<file path="config.mk">
export PLATFORM = sky130hd
export DESIGN_NAME = sim_end_monitor
export DESIGN_NICKNAME = d
export VERILOG_FILES = /design/src/rtl/sim_end_monitor.sv
export SDC_FILE = /design/constraint.sdc
export NUM_CORES = 1
export LEC_CHECK = 0
export ABC_AREA = 1
export CORE_MARGIN = 4
export CORE_UTILIZATION = 35
export DETAILED_ROUTE_END_ITERATION = 6
export GPL_TIMING_DRIVEN = 0
export MAX_ROUTING_LAYER = met4
export PLACE_DENSITY = 0.56
export SLEW_MARGIN = 20
export SYNTH_ARGS = -nofsm -noshare
export SYNTH_HDL_FRONTEND = slang
export SYNTH_SLANG_ARGS = --single-unit
</file>
<file path="constraint.sdc">
create_clock -name clk -period 4.8 [get_ports clk]
set_input_delay 0.72 -clock clk [delete_from_list [all_inputs] [get_ports clk]]
set_output_delay 0.72 -clock clk [all_outputs]
set_load 0.005 [all_outputs]
</file>
<file path="src/rtl/sim_end_monitor.sv">
// sim_end_monitor: end-of-test detector (tohost store, self-loop halt, timeout).
// Optional PC history ring buffer is enabled by defining SIM_END_MONITOR_HIST_EN.
module sim_end_monitor #(
   parameter int               XLEN        = 32,
   parameter int               CNT_W       = 64,
   parameter int               TIMEOUT     = 1000000,
   parameter int               HALT_REPEAT = 3,
   parameter logic [XLEN-1:0]  TOHOST_ADDR = 32'h0000_1000,
   parameter int               HIST_DEPTH  = 16
) (
   input  logic             clk,
   input  logic             rst_n,
   input  logic             clear,
   input  logic             retire_valid,
   input  logic [XLEN-1:0]  retire_pc,
   input  logic             rd_we,
   input  logic [4:0]       rd_addr,
   input  logic [XLEN-1:0]  rd_data,
   input  logic             st_valid,
   input  logic [XLEN-1:0]  st_addr,
   input  logic [XLEN-1:0]  st_data,
   output logic             done,
   output logic             pass,
   output logic             fail,
   output logic             timeout,
   output logic [XLEN-1:0]  exit_code,
   output logic [CNT_W-1:0] cycle_cnt,
   output logic [CNT_W-1:0] instret_cnt
`ifdef SIM_END_MONITOR_HIST_EN
   ,
   input  logic [$clog2(HIST_DEPTH)-1:0] hist_idx,
   output logic [XLEN-1:0]               hist_pc
`endif
);

   localparam int REP_W = $clog2(HALT_REPEAT + 1);

   typedef enum logic [1:0] {S_RUN, S_PASS, S_FAIL, S_TMO} state_e;

   state_e             state_q, state_d;
   logic [XLEN-1:0]    exit_q, exit_d;
   logic [XLEN-1:0]    gp_q, gp_d;
   logic [XLEN-1:0]    last_q, last_d;
   logic [REP_W-1:0]   rep_q, rep_d;
   logic [CNT_W-1:0]   cyc_q, cyc_d;
   logic [CNT_W-1:0]   inst_q, inst_d;
   logic               tohost_hit;
   logic               halt_hit;

   always_comb begin
      state_d    = state_q;
      exit_d     = exit_q;
      gp_d       = gp_q;
      last_d     = last_q;
      rep_d      = rep_q;
      cyc_d      = cyc_q;
      inst_d     = inst_q;
      halt_hit   = 1'b0;
      tohost_hit = st_valid && (st_addr == TOHOST_ADDR) && st_data[0];

      if (rd_we && (rd_addr == 5'd3)) gp_d = rd_data;

      if (state_q == S_RUN) begin
         cyc_d = cyc_q + 1'b1;
         if (retire_valid) begin
            inst_d = inst_q + 1'b1;
            if (retire_pc == last_q) begin
               if (rep_q != {REP_W{1'b1}}) rep_d = rep_q + 1'b1;
            end else begin
               rep_d  = REP_W'(1);
               last_d = retire_pc;
            end
            halt_hit = (rep_d == REP_W'(HALT_REPEAT));
         end
         // tohost beats halt beats timeout when they coincide
         if (tohost_hit) begin
            if (st_data == XLEN'(1)) begin
               state_d = S_PASS;
            end else begin
               state_d = S_FAIL;
               exit_d  = st_data >> 1;
            end
         end else if (halt_hit) begin
            if (gp_q == XLEN'(1)) begin
               state_d = S_PASS;
            end else begin
               state_d = S_FAIL;
               exit_d  = gp_q >> 1;
            end
         end else if (cyc_q == CNT_W'(TIMEOUT - 1)) begin
            state_d = S_TMO;
         end
      end

      if (clear) begin
         state_d = S_RUN;
         exit_d  = '0;
         gp_d    = '0;
         last_d  = '0;
         rep_d   = '0;
         cyc_d   = '0;
         inst_d  = '0;
      end
   end

   always_ff @(posedge clk or negedge rst_n) begin
      if (!rst_n) begin
         state_q <= S_RUN;
         exit_q  <= '0;
         gp_q    <= '0;
         last_q  <= '0;
         rep_q   <= '0;
         cyc_q   <= '0;
         inst_q  <= '0;
      end else begin
         state_q <= state_d;
         exit_q  <= exit_d;
         gp_q    <= gp_d;
         last_q  <= last_d;
         rep_q   <= rep_d;
         cyc_q   <= cyc_d;
         inst_q  <= inst_d;
      end
   end

   assign done        = (state_q != S_RUN);
   assign pass        = (state_q == S_PASS);
   assign fail        = (state_q == S_FAIL);
   assign timeout     = (state_q == S_TMO);
   assign exit_code   = exit_q;
   assign cycle_cnt   = cyc_q;
   assign instret_cnt = inst_q;

`ifdef SIM_END_MONITOR_HIST_EN
   localparam int AW = $clog2(HIST_DEPTH);

   logic [XLEN-1:0] hist_q [HIST_DEPTH];
   logic [AW-1:0]   wptr_q;
   logic [XLEN-1:0] hist_pc_q;

   // wptr_q points at the slot to be written next, so newest is wptr_q-1
   always_ff @(posedge clk or negedge rst_n) begin
      if (!rst_n) begin
         for (int i = 0; i < HIST_DEPTH; i++) hist_q[i] <= '0;
         wptr_q    <= '0;
         hist_pc_q <= '0;
      end else if (clear) begin
         for (int i = 0; i < HIST_DEPTH; i++) hist_q[i] <= '0;
         wptr_q    <= '0;
         hist_pc_q <= '0;
      end else begin
         if ((state_q == S_RUN) && retire_valid) begin
            hist_q[wptr_q] <= retire_pc;
            wptr_q         <= wptr_q + 1'b1;
         end
         hist_pc_q <= hist_q[wptr_q - AW'(1) - hist_idx];
      end
   end

   assign hist_pc = hist_pc_q;
`else
   logic unused_hist;
   assign unused_hist = ^HIST_DEPTH;
`endif

endmodule

</file>
==> impl_metrics.json <==
{
  "grt_antenna_before_repair": 6,
  "worst-endpoint-arrival_ns": 3.09,
  "synth_area_um2": 13800,
  "ctsRootBufferMaster": "sky130_fd_sc_hd__clkbuf_16",
  "critPathMaxFanout": 10,
  "globalplace.congestion": 0.949,
  "track_usage": 0.244,
  "tightest_slew_ns": 1.07,
  "grt_pass1_vias": 14000,
  "yosysMostFrequentCell": "sky130_fd_sc_hd__nand2_1",
  "path_clk_slew_ns": 0.05,
  "finish.net_count": 2462,
  "holdCritPathClass": "in -> async",
  "synthesized_area_divided_by_synthesized_cell_count_um2": 6.96,
  "cts_made_buffers": 28,
  "fillers": 4002,
  "core.rowCount": 72,
  "finalClockSkew_ns": 0.0121,
  "hold_buffers": 0,
  "synth_area_leaders": "sky130_fd_sc_hd__dfrtp_1 41%, sky130_fd_sc_hd__nand2_1 12%, sky130_fd_sc_hd__nor2_1 7.8%",
  "fp.coreArea_um2": 38900,
  "fin_tns_setup_ns": 0,
  "worst_skew_pair.late_latency_ns": 0.56,
  "wl_um": 52000,
  "drtAntennaViolNets": 0,
  "detail_route.first_pass.iterations": 5,
  "power.net_switching_w": 0.00132,
  "clock_tree_sinks": 227,
  "endpoint_kind": "register",
  "routed_wire_length_per_instance_um": 18.1,
  "mappedNetlistNets": 2130,
  "cts_max_path_buffers": 3,
  "dpl.hpwl_um": 41000,
  "number_of_flops_mapped_to_enable_cells_by_yosys": 0,
  "io_buffers": 300,
  "p_int_w": 0.00365,
  "grt_setup_unrepaired": "no",
  "synth_ff_type": "sky130_fd_sc_hd__dfrtp_1",
  "syn_to_final_growth_pct": 33.9,
  "synth.cells.most_frequent": "447 x sky130_fd_sc_hd__nand2_1, 286 x sky130_fd_sc_hd__nor2_1, 256 x sky130_fd_sc_hd__inv_1",
  "design.portCount": 303,
  "post_route_cells_drive_above_1_share": 0.0602,
  "final-max-slew-violation-count": 0,
  "max_cap_viol_count": 0,
  "detail_route.iter0.violations": 921,
  "final_period_minus_worst_setup_slack_ns": 2.61,
  "final_setup_violation_count": 0,
  "seq_power_share": 0.415,
  "detailroute.wirelength.met2_um": 24000,
  "maximum_number_of_pins_on_one_net_before_global_route_repair": 89,
  "top_layer_used": "met4",
  "die_area_um2": 42800,
  "ys_types": 45,
  "total_leakage_power_nw": 7.99,
  "worst-endpoint-required_ns": 5.28,
  "synth-warning-count": 0,
  "detail_routed_via_count_per_cell": 5.06,
  "fraction_of_the_cycle_the_final_worst_path_needs": 0.543,
  "postSynthRegisterBits": 227,
  "p_comb_frac": 0.134,
  "met3WireLength_um": 3790,
  "cts_resized": 0,
  "vdd.ir_drop.worst_uv": 257,
  "grt_pass1_wl_um": 79600,
  "timing_hold_violations_final": 0,
  "cts_tree": "built",
  "p_sw_frac": 0.266,
  "route.detailed.drc": 0,
  "htree_levels": 1,
  "syn_inst": 1989,
  "relSlewSlack": 0.287,
  "setup_slack_at_placement_ns": 1.54,
  "cellPowerDensity_nw_per_um2": 268,
  "critical_path_class": "in -> reg",
  "met1Wirelength_um": 23000,
  "finalWorstSetupSlack_ns": 2.19,
  "cts_post_setup_buffers_inserted": 0,
  "power.clock.fraction": 0.450,
  "status": "complete, no violations",
  "asr_flop_ratio_synth": 1.00,
  "chipHeight_um": 207,
  "die-width_um": 207,
  "grt-ovfl-total": 0,
  "number_of_vias_after_detailed_routing": 14500,
  "yosys.area.top_type_share": 0.410,
  "initial_utilization": 0.356,
  "start_kind": "input pin",
  "max_freq_ghz": 0.383,
  "share_of_synthesized_area_occupied_by_flip_flops_and_latches": 0.410,
  "synthDominantAreaCellType": "sky130_fd_sc_hd__dfrtp_1"
}
## cells in the final DEF (no fill, tap or decap), drive strengths merged, types with 5 or more instances in the layout
master         Yosys  routed
clkdlybuf4s50      0     299
nand2            457     457
nand3            144     144
diode              0       6
nor2             306     306
a21oi             78      78
buf               25      28
nor4              26      26
and2               6       6
nor3              79      79
clkbuf            34      81
and3               5       5
o21ai            140     140
inv              274     275
dfrtp            227     227
a31oi              5       5
xor2               9       9
o31ai              5       5
o21a              11      11
nand4            104     104
xnor2              9       9
o22ai             24      24
## flip-flops by register name (all words and copies together) (netlist names)
signal / cells
cycle_cnt: 64
instret_cnt: 64
gp_q: 32
last_q: 32
exit_code: 31
rep_q: 2
state_q: 2
## worst paths after layout
path,from,to,slack (ns),depth (start not counted)
worst max-delay path,clear,instret_cnt[32],2.19,7
worst max register to register,instret_cnt[1],instret_cnt[32],2.51,14
max in group asynchronous,rst_n,cycle_cnt[29],3.85,2
min in group clk,exit_code[19],exit_code[19],0.48,2
worst min register to register,exit_code[19],exit_code[19],0.48,2
worst min-delay path,rst_n,last_q[29],0.09,1
## cell families after synthesis
family                   Yosys count  share of synthesized area
other                              1                   0.000271
flip-flops                       227                      0.410
AND/OR/NAND/NOR                 1134                      0.377
XOR/XNOR                          18                     0.0114
adder cells (fa/ha/maj)            2                    0.00181
buffers and inverters            334                     0.0926
AO/OA/AOI/OAI                    273                      0.107
## per-stage QoR
| stage | cells | area [um2] | hold WS (ns) | util | total power [W] |
|---|---|---|---|---|---|
| 4_1_cts | 2861 | 18500 | 0.105 | 0.476 | 0.00503 |
| 3_3_place_gp | 2807 | 17500 | 0.463 | 0.450 | 0.00277 |
| 5_1_grt | 2867 | 18500 | 0.117 | 0.476 | 0.00517 |
| 3_5_place_dp | 2809 | 17600 | 0.468 | 0.451 | 0.00278 |
| 6_report | 2867 | 18500 | 0.0942 | 0.476 | 0.00497 |
| 2_1_floorplan | 1989 | 13800 | 0.424 | - | 0.00237 |
## metal layers
metal,GRT usage,vias to the layer above
met3,0.0523,68
met2,0.386,460
li1,-,7222
met5,-,-
met4,0.0522,0
met1,0.325,6746
## layout make-up
class	count	area, um2	area share
sequential	227	5680	0.306
buffer	59	250	0.0135
antenna	6	15.0	0.000810
inverter	275	1030	0.0557
multi-input combinational	1428	6880	0.371
clock inverter	5	78.8	0.00425
timing repair buffer	302	3060	0.165
tap	518	648	0.0350
clock buffer	47	893	0.0482
## worst max-delay path, stage by stage
cell	delay, ns
sky130_fd_sc_hd__buf_2	0.19
sky130_fd_sc_hd__inv_1	0.20
sky130_fd_sc_hd__buf_2	0.39
sky130_fd_sc_hd__clkbuf_1	0.65
sky130_fd_sc_hd__clkbuf_1	0.68
sky130_fd_sc_hd__nand2_1	0.13
sky130_fd_sc_hd__nor2_1	0.12
## power by group through the flow
| stage | clock [W] | combinational (W) | sequential (W) |
|---|---|---|---|
| 6_report | 0.00224 | 0.000668 | 0.00207 |
| 5_1_grt | 0.00235 | 0.000741 | 0.00208 |
| 4_1_cts | 0.00228 | 0.000680 | 0.00207 |
| 3_5_place_dp | 0 | 0.000677 | 0.00210 |
| 3_3_place_gp | 0 | 0.000665 | 0.00210 |
| 2_1_floorplan | 0 | 0.000285 | 0.00208 |
Note: power is estimated with default switching activity, not from simulation.
